### src/rtl/gelato_warp_split_table.sv
// Per-warp split table: round-robin pick of one READY entry per cycle onto a registered select pulse.
// One cycle from state to select_*; split_ready is combinational, and a split issued while it is low is dropped.
module gelato_warp_split_table #(
  parameter int NUM_SPLIT  = 4,
  parameter int ADDR_WIDTH = 32,
  parameter int THREAD_NUM = 32,
  parameter int NUM_W      = $clog2(NUM_SPLIT)
) (
  input  logic                  clk,
  input  logic                  rst_n,
  input  logic                  launch_valid,
  input  logic [ADDR_WIDTH-1:0] launch_pc,
  input  logic [THREAD_NUM-1:0] launch_mask,
  output logic                  select_valid,
  output logic [ADDR_WIDTH-1:0] select_pc,
  output logic [NUM_W-1:0]      select_split_table_num,
  output logic [THREAD_NUM-1:0] select_mask,
  input  logic                  update_valid,
  input  logic                  update_stall,
  input  logic                  update_exit,
  input  logic [ADDR_WIDTH-1:0] update_pc,
  input  logic [NUM_W-1:0]      update_split_table_num,
  input  logic                  split_valid,
  input  logic [NUM_W-1:0]      split_num,
  input  logic [ADDR_WIDTH-1:0] split_taken_pc,
  input  logic [THREAD_NUM-1:0] split_taken_mask,
  output logic                  split_ready,
  input  logic                  wb_valid,
  input  logic [NUM_W-1:0]      wb_split_table_num,
  output logic                  warp_done
);

  typedef enum logic [1:0] {
    ST_READY    = 2'd0,
    ST_INFLIGHT = 2'd1,
    ST_STALLED  = 2'd2
  } status_t;

  logic [NUM_SPLIT-1:0]  ent_valid, ent_valid_nxt;
  logic [ADDR_WIDTH-1:0] ent_pc       [NUM_SPLIT];
  logic [ADDR_WIDTH-1:0] ent_pc_nxt   [NUM_SPLIT];
  logic [THREAD_NUM-1:0] ent_mask     [NUM_SPLIT];
  logic [THREAD_NUM-1:0] ent_mask_nxt [NUM_SPLIT];
  status_t               ent_st       [NUM_SPLIT];
  status_t               ent_st_nxt   [NUM_SPLIT];
  logic [NUM_W-1:0]      rr_ptr, rr_ptr_nxt;
  logic                  launched;

  logic                  free_found;
  logic [NUM_W-1:0]      free_idx;
  logic                  split_go;
  logic                  sel_found;
  logic [NUM_W-1:0]      sel_idx;
  logic [NUM_W-1:0]      cand;
  logic [NUM_SPLIT-1:0]  eligible;

  assign split_ready = ~&ent_valid;

  always_comb begin : find_free
    free_found = 1'b0;
    free_idx   = '0;
    for (int i = 0; i < NUM_SPLIT; i++) begin
      if (!free_found && !ent_valid[i]) begin
        free_found = 1'b1;
        free_idx   = NUM_W'(i);
      end
    end
  end

  // A split with an empty taken mask changes nothing, so it does not block selection of its parent.
  assign split_go = split_valid && free_found && ent_valid[split_num] &&
                    (split_taken_mask != '0);

  always_comb begin : pick
    eligible  = '0;
    sel_found = 1'b0;
    sel_idx   = '0;
    cand      = '0;
    for (int i = 0; i < NUM_SPLIT; i++) begin
      eligible[i] = ent_valid[i] && (ent_st[i] == ST_READY) &&
                    !(split_go && (split_num == NUM_W'(i)));
    end
    for (int k = 0; k < NUM_SPLIT; k++) begin
      cand = rr_ptr + NUM_W'(k);
      if (!sel_found && eligible[cand]) begin
        sel_found = 1'b1;
        sel_idx   = cand;
      end
    end
  end

  always_comb begin : next_state
    ent_valid_nxt = ent_valid;
    ent_pc_nxt    = ent_pc;
    ent_mask_nxt  = ent_mask;
    ent_st_nxt    = ent_st;
    rr_ptr_nxt    = rr_ptr;
    if (launch_valid) begin
      ent_valid_nxt = '0;
      for (int i = 0; i < NUM_SPLIT; i++) ent_st_nxt[i] = ST_READY;
      ent_valid_nxt[0] = 1'b1;
      ent_pc_nxt[0]    = launch_pc;
      ent_mask_nxt[0]  = launch_mask;
      rr_ptr_nxt       = '0;
    end else begin
      // Same-entry events are applied in sequence: split, then update, then writeback.
      if (split_go) begin
        if (split_taken_mask == ent_mask[split_num]) begin
          ent_pc_nxt[split_num] = split_taken_pc;
        end else begin
          ent_valid_nxt[free_idx] = 1'b1;
          ent_pc_nxt[free_idx]    = split_taken_pc;
          ent_mask_nxt[free_idx]  = split_taken_mask;
          ent_st_nxt[free_idx]    = ST_READY;
          ent_mask_nxt[split_num] = ent_mask[split_num] & ~split_taken_mask;
        end
      end
      if (update_valid && ent_valid_nxt[update_split_table_num] &&
          (ent_st_nxt[update_split_table_num] == ST_INFLIGHT)) begin
        if (update_exit) begin
          ent_valid_nxt[update_split_table_num] = 1'b0;
        end else begin
          ent_pc_nxt[update_split_table_num] = update_pc;
          ent_st_nxt[update_split_table_num] = update_stall ? ST_STALLED : ST_READY;
        end
      end
      if (wb_valid && ent_valid_nxt[wb_split_table_num] &&
          (ent_st_nxt[wb_split_table_num] == ST_STALLED)) begin
        ent_st_nxt[wb_split_table_num] = ST_READY;
      end
      if (sel_found) begin
        ent_st_nxt[sel_idx] = ST_INFLIGHT;
        rr_ptr_nxt          = sel_idx + 1'b1;
      end
    end
  end

  always_ff @(posedge clk or negedge rst_n) begin
    if (!rst_n) begin
      ent_valid              <= '0;
      for (int i = 0; i < NUM_SPLIT; i++) begin
        ent_pc[i]   <= '0;
        ent_mask[i] <= '0;
        ent_st[i]   <= ST_READY;
      end
      rr_ptr                 <= '0;
      launched               <= 1'b0;
      warp_done              <= 1'b0;
      select_valid           <= 1'b0;
      select_pc              <= '0;
      select_split_table_num <= '0;
      select_mask            <= '0;
    end else begin
      ent_valid <= ent_valid_nxt;
      for (int i = 0; i < NUM_SPLIT; i++) begin
        ent_pc[i]   <= ent_pc_nxt[i];
        ent_mask[i] <= ent_mask_nxt[i];
        ent_st[i]   <= ent_st_nxt[i];
      end
      rr_ptr    <= rr_ptr_nxt;
      launched  <= launched | launch_valid;
      warp_done <= (launched | launch_valid) && (ent_valid_nxt == '0);
      if (launch_valid) begin
        select_valid <= 1'b0;
      end else begin
        select_valid <= sel_found;
        if (sel_found) begin
          select_pc              <= ent_pc[sel_idx];
          select_split_table_num <= sel_idx;
          select_mask            <= ent_mask[sel_idx];
        end
      end
    end
  end

endmodule

### config.mk
export PLATFORM = sky130hd
export DESIGN_NAME = gelato_warp_split_table
export DESIGN_NICKNAME = d
export VERILOG_FILES = /design/src/rtl/gelato_warp_split_table.sv
export SDC_FILE = /design/constraint.sdc
export NUM_CORES = 1
export LEC_CHECK = 0
export BUFFER_PORTS_ARGS = -buffer_cell sky130_fd_sc_hd__buf_4
export CELL_PAD_IN_SITES_DETAIL_PLACEMENT = 1
export CELL_PAD_IN_SITES_GLOBAL_PLACEMENT = 1
export CORE_UTILIZATION = 49
export CTS_CLUSTER_DIAMETER = 80
export CTS_CLUSTER_SIZE = 20
export DETAILED_ROUTE_END_ITERATION = 12
export GPL_ROUTABILITY_DRIVEN = 0
export PLACE_DENSITY = 0.95
export SLEW_MARGIN = 20
export SYNTH_ARGS = -nofsm -noshare
export SYNTH_HDL_FRONTEND = slang
export SYNTH_SLANG_ARGS = --single-unit
### constraint.sdc
create_clock -name clk -period 9.55 [get_ports clk]
set_input_delay 1.91 -clock clk [delete_from_list [all_inputs] [get_ports clk]]
set_output_delay 1.91 -clock clk [all_outputs]
set_load 0.01 [all_outputs]
==> reports/metrics.csv, run 1 <==
metric;value;unit
post_cts.repair.setup_buffers;0;
fin_crit;6060;ps
fin_nets;2190;
drv_slew;0;
syn_nets;2061;
status;finished, final reports clean;
synth_cell_types;56;
drtIter0Drc;1448;
path_class;in2reg;
setup-tns-final;0;ps
layout.cells.non_filler;2457;
synth_area_leader_cell;dfrtp_1;
max_cap_violations;0;
power_per_cell_area;192;nW/um2
grt_start_max_net_pins;138;
holdBufCountCts;0;
dp_cells;2423;
ios;243;
syn_area;18400;um2
die_w;196;um
synth_top_area_share;46.1;%
numPortBuffers;242;
fp-row-count;70;
vias;17100;
finalPower;4.04;mW
ctsResizeCount;0;
placed_area;20400;um2
routed_wl;67700;um
worst_pin_slew;1070;ps
htreeDepth;1;
async_flop_share;100;%
start_util;50.0;%
drive_above_1_share;18.1;%
ir_drop;0.128;mV
die_y;196;um
viasPerCell;6.96;
synth_warnings;0;
fp.coreArea;36800;um2
dieArea;38300;um2
grt_pass1_vias;18900;
cts_root_buf;clkbuf_16;
end_kind;register;
max_freq;165;MHz
clk_pin_slew;80;ps
power.leakage;10.5;nW
overflow;0;
ys_top_cells_by_area;dfrtp_1 46%, mux2i_1 8.7%, o22a_1 6.1%, a21oi_1 4.7%, nand2_1 4.4%;
worstPathRequired;9950;ps
synth_edf_count;0;
hold_ws;484;ps
syn_inst;1851;
clock-sinks;339;
area_delta_synth_final;14.7;%
antenna_found_initial;0;
finalCritPeriodShare;63.4;%
critPathLaunchType;input port;
relSlewSlack;28.2;%
hold_viol;0;
hold_path.class;reg2reg;
cts_buffers;22;
wl_per_cell;27.6;um
final_antenna_net_count;0;
critical_path_arrival;6450;ps
mostFrequentLayoutCell;dfrtp_1;
ys_seq_area_share;46.1;%
layout_common_cells;339 x dfrtp_1, 262 x buf_4, 212 x nand2_1;
synth_seq_cells;339;
avgSynthCellArea;9.94;um2
rsz0062_at_grt;false;
cts_buffer_depth;3;
firstDrtPassIters;10;
crit_fanout;103;
worstSkewPairLatency;550;ps
synthFlopType;dfrtp_1;
fin_worst_skew;24.6;ps
design_area;21100;um2
grt_pass1_wl;106000;um
grt_use_total;35.3;%
drc_errors;0;
detailed_place_hpwl;41100;um
antenna_cells_inserted;0;
setup-violations-final;0;
cts_tree;yes;
==> path summary, 6_finish.rpt <==
check                                startpoint      endpoint  depth (start not counted)  slack, ps
max                        split_taken_mask[17]     ent_st[1]                         11       3490
max in group asynchronous                 rst_n  select_pc[6]                          3       6410
max reg2reg                        ent_valid[3]     ent_st[1]                          8       5280
min reg2reg                            launched      launched                          1        480
min                                    launched      launched                          1        480
min in group asynchronous                 rst_n  ent_mask[77]                          1       1310
==> cell families (layout without fill, tap and decap cells) <==
| family | count (synthesis) | after routing | synth area share, % |
|---|---|---|---|
| buf+inv | 235 | 373 | 5.45 |
| mux | 193 | 193 | 12.7 |
| compound gates | 626 | 626 | 23.7 |
| flops | 339 | 339 | 46.1 |
| simple gates | 422 | 422 | 9.53 |
| fa+ha+maj | 36 | 36 | 2.45 |
==> cell usage after synthesis (12+ instances only) <==
master / n
buf_2: 21
buf_1: 19
nor2_1: 144
o22ai_1: 64
o21ai_0: 66
nand2_1: 215
a211oi_1: 34
clkbuf_1: 108
ha_1: 36
inv_1: 71
nor4_1: 12
dfrtp_1: 339
a222oi_1: 32
a21o_1: 34
o22a_1: 128
mux2i_1: 160
o221ai_1: 64
nand4_1: 12
mux4_2: 33
a21oi_1: 171
==> where the power goes <==
group / total (mW) / internal (mW) / leakage [nW] / switching (mW)
combinational: 1.06 / 0.490 / 5.86 / 0.574
sequential: 1.96 / 1.73 / 4.28 / 0.234
clock: 1.02 / 0.491 / 0.332 / 0.530
total: 4.04 / 2.71 / 10.5 / 1.34
==> worst max-delay path, stage by stage <==
cell and delay (ps):
buf_4 130, nor4_1 610, nand4_1 430, o2111ai_2 630
o21ai_1 230, nor2_1 190, a221o_4 600, buf_12 610
inv_1 210, ha_1 290, a2111oi_0 420
==> metal layers <==
layer  global-route usage (%)  part of all wire [%]
met5                        0                     0
met3                     7.44                   8.6
met4                     18.9                   4.8
met1                     43.0                    38
met2                     59.0                    49
==> per-stage QoR <==
stage | worst slack [ps] | utilization (%)
after floorplan | 4150 | -
after global placement | 3350 | 55.4
after detailed placement | 3190 | 55.4
after CTS | 3710 | 57.3
after global routing | 3450 | 57.4
final | 3490 | 57.4
==> sequential cells by signal, indices dropped and copies added (netlist names) <==
| register | flops |
|---|---|
| ent_mask | 128 |
| ent_pc | 128 |
| select_mask | 32 |
| select_pc | 32 |
| ent_st | 8 |
| ent_valid | 4 |
| rr_ptr | 2 |
| select_split_table_num | 2 |
| launched | 1 |
| select_valid | 1 |
| warp_done | 1 |
==> area by class of cell <==
class,count,area (um2)
fillers,4035,15700
clock buffers,27,621
well taps,468,586
multi-input cells,1277,9020
repair buffers,267,2060
flip-flops and latches,339,8480
inverters,73,274
clock inverters,6,73.8
No activity file was read; power rests on OpenSTA's default activity.
==> run 2, diff against run 1 <==
--- a/config.mk
+++ b/config.mk
@@ -8,12 +8,12 @@
 export BUFFER_PORTS_ARGS = -buffer_cell sky130_fd_sc_hd__buf_4
 export CELL_PAD_IN_SITES_DETAIL_PLACEMENT = 1
 export CELL_PAD_IN_SITES_GLOBAL_PLACEMENT = 1
-export CORE_UTILIZATION = 49
+export CORE_UTILIZATION = 41
 export CTS_CLUSTER_DIAMETER = 80
 export CTS_CLUSTER_SIZE = 20
 export DETAILED_ROUTE_END_ITERATION = 12
 export GPL_ROUTABILITY_DRIVEN = 0
-export PLACE_DENSITY = 0.95
+export PLACE_DENSITY = 0.88
 export SLEW_MARGIN = 20
 export SYNTH_ARGS = -nofsm -noshare
 export SYNTH_HDL_FRONTEND = slang
==> constraint.sdc (replaced) <==
create_clock -name clk -period 5.56 [get_ports clk]
set_input_delay 1.112 -clock clk [delete_from_list [all_inputs] [get_ports clk]]
set_output_delay 1.112 -clock clk [all_outputs]
set_load 0.01 [all_outputs]
==> run 2 against run 1 <==
Net effect:
- non-clock buffer count rose by 18
- die area rose by 19%
- worst setup slack got worse by 2400 ps
- sequential share of layout area fell by 1.1 points
==> reports/metrics.csv, run 2 (same netlist as run 1, synthesis figures left out) <==
metric;value;unit
die_w;214;um
area_delta_synth_final;17.9;%
grt_util_met3;5.18;%
met2_usage;50.1;%
firstDrtPassIters;6;
path_common_cell;buf_4;
relSlewSlack;23.1;%
drv_slew;0;
cts_root_buf;clkbuf_16;
viasPerCell;6.50;
worstSkewPairLatency;570;ps
clock-sinks;339;
clk_pin_slew;80;ps
dieArea;45700;um2
p_int;4.80;mW
ios;243;
p_sw_share;33.7;%
numPortBuffers;242;
max_freq;225;MHz
critPathBufInv;5;
detailed_place_hpwl;42600;um
setup-violations-final;0;
p_seq_share;46.5;%
cts_buffer_depth;3;
start_util;41.6;%
fin_crit;4450;ps
vias;17000;
layout_common_cells;339 x dfrtp_1, 272 x buf_4, 213 x nand2_1;
grt_use_total;29.8;%
finalCritPeriodShare;80.0;%
power.leakage;10.7;nW
max_stage_delay;540;ps
holdBufCountCts;0;
routed_wl;68300;um
end_kind;register;
critPathLaunchType;input port;
fin_nets;2213;
grt.busiest_layer;met2;
grt_pass1_vias;18100;
cts_buffers;27;
drc_errors;0;
crit_chain;buf_4 > buf_4 > mux4_2 > ha_1 > nand4_1 > nor4_1 > buf_4 > nand2_1 > nor2_1 > buf_4 > nand2_1 > a21o_1 > buf_4 > o22a_1 > o22a_1;
reg2reg_slack;1970;ps
drive_above_1_share;19.2;%
grt_start_max_net_pins;131;
max_cap_violations;0;
worst_pin_slew;1150;ps
cts_tree;yes;
critical_path_arrival;4900;ps
wl_per_cell;26.2;um
drtIter0Drc;1573;
postLayoutCoreUtil;49.1;%
combPwrFrac;25.1;%
rsz0062_at_grt;false;
power_per_cell_area;334;nW/um2
htreeDepth;1;
overflow;0;
path_class;in2reg;
status;finished, final reports clean;
fin_worst_skew;24.1;ps
mostFrequentLayoutCell;dfrtp_1;
ir_drop;0.233;mV
die_y;214;um
worstPathRequired;6010;ps
antenna_found_initial;2;
final_antenna_net_count;0;
ctsResizeCount;0;
fp.coreArea;44200;um2
crit_slowest_cell;mux4_2;
grt_pass1_wl;106000;um
critical_path_cell_count;15;
clkPwrFrac;28.4;%
hold_viol;0;
crit_fanout;32;
post_cts.repair.setup_buffers;0;
cp_top_family;buffers and inverters;
reg_top3;ent_mask: 128 flops, ent_pc: 128 flops;
power.switching;2.44;mW
fp-row-count;77;
use_met1;38.6;%
hold_path.class;in2async;
setup-tns-final;0;ps
ff2ff_path_depth;13;
## run 2: cell count changes in the layout (fill, tap and decap cells not counted), moves of 2 or more
cell       change
buf_4         +10
buf_12         +8
inv_6          +5
clkbuf_16      +4
clkbuf_8       -3
inv_8          +3
inv_16         +2
o21a_1         +2
o21a_2         -2
## run 2: power groups by stage
stage / sequential (mW) / combinational, mW / clock, mW
after detailed placement: 3.39 / 1.79 / 0
final: 3.37 / 1.82 / 2.05
after global placement: 3.35 / 1.67 / 0
after floorplan: 3.30 / 1.03 / 0
after CTS: 3.35 / 1.81 / 2.08
after global routing: 3.41 / 1.97 / 2.15
## run 2: final cells by class
| cell class | instances | area, um2 |
|---|---|---|
| flip-flops and latches | 339 | 8480 |
| repair buffers | 285 | 2300 |
| fillers | 4921 | 22500 |
| diodes | 1 | 2.50 |
| clock buffers | 28 | 679 |
| inverters | 73 | 274 |
| multi-input cells | 1277 | 9020 |
| well taps | 592 | 741 |
| clock inverters | 16 | 200 |
## run 2: worst paths after layout
kind,from,endpoint
setup / recovery,split_num[0],ent_pc[47]
hold / removal,rst_n,ent_mask[113]
setup reg to reg,ent_mask[15],ent_pc[47]
hold reg to reg,select_split_table_num[1],select_split_table_num[1]
max in group asynchronous,rst_n,ent_pc[79]
min in group clk,select_split_table_num[1],select_split_table_num[1]
## run 2: layer usage
layer | share of wire (%) | wire length (um)
met1 | 40 | 27200
met2 | 49 | 33700
met3 | 7.8 | 5330
met4 | 3.1 | 2150
met5 | 0.025 | 17
## run 2: stage by stage
| stage | hold WS, ps | area (um2) | power [mW] | setup slack, ps | cells |
|---|---|---|---|---|---|
| after detailed placement | 464 | 20800 | 5.18 | 587 | 2565 |
| after floorplan | 437 | 18400 | 4.33 | 960 | 1851 |
| final | 441 | 21700 | 7.24 | 1110 | 2611 |
| after global routing | 455 | 21700 | 7.54 | 967 | 2610 |
| after global placement | 457 | 20800 | 5.03 | 759 | 2565 |
| after CTS | 491 | 21700 | 7.24 | 1130 | 2609 |
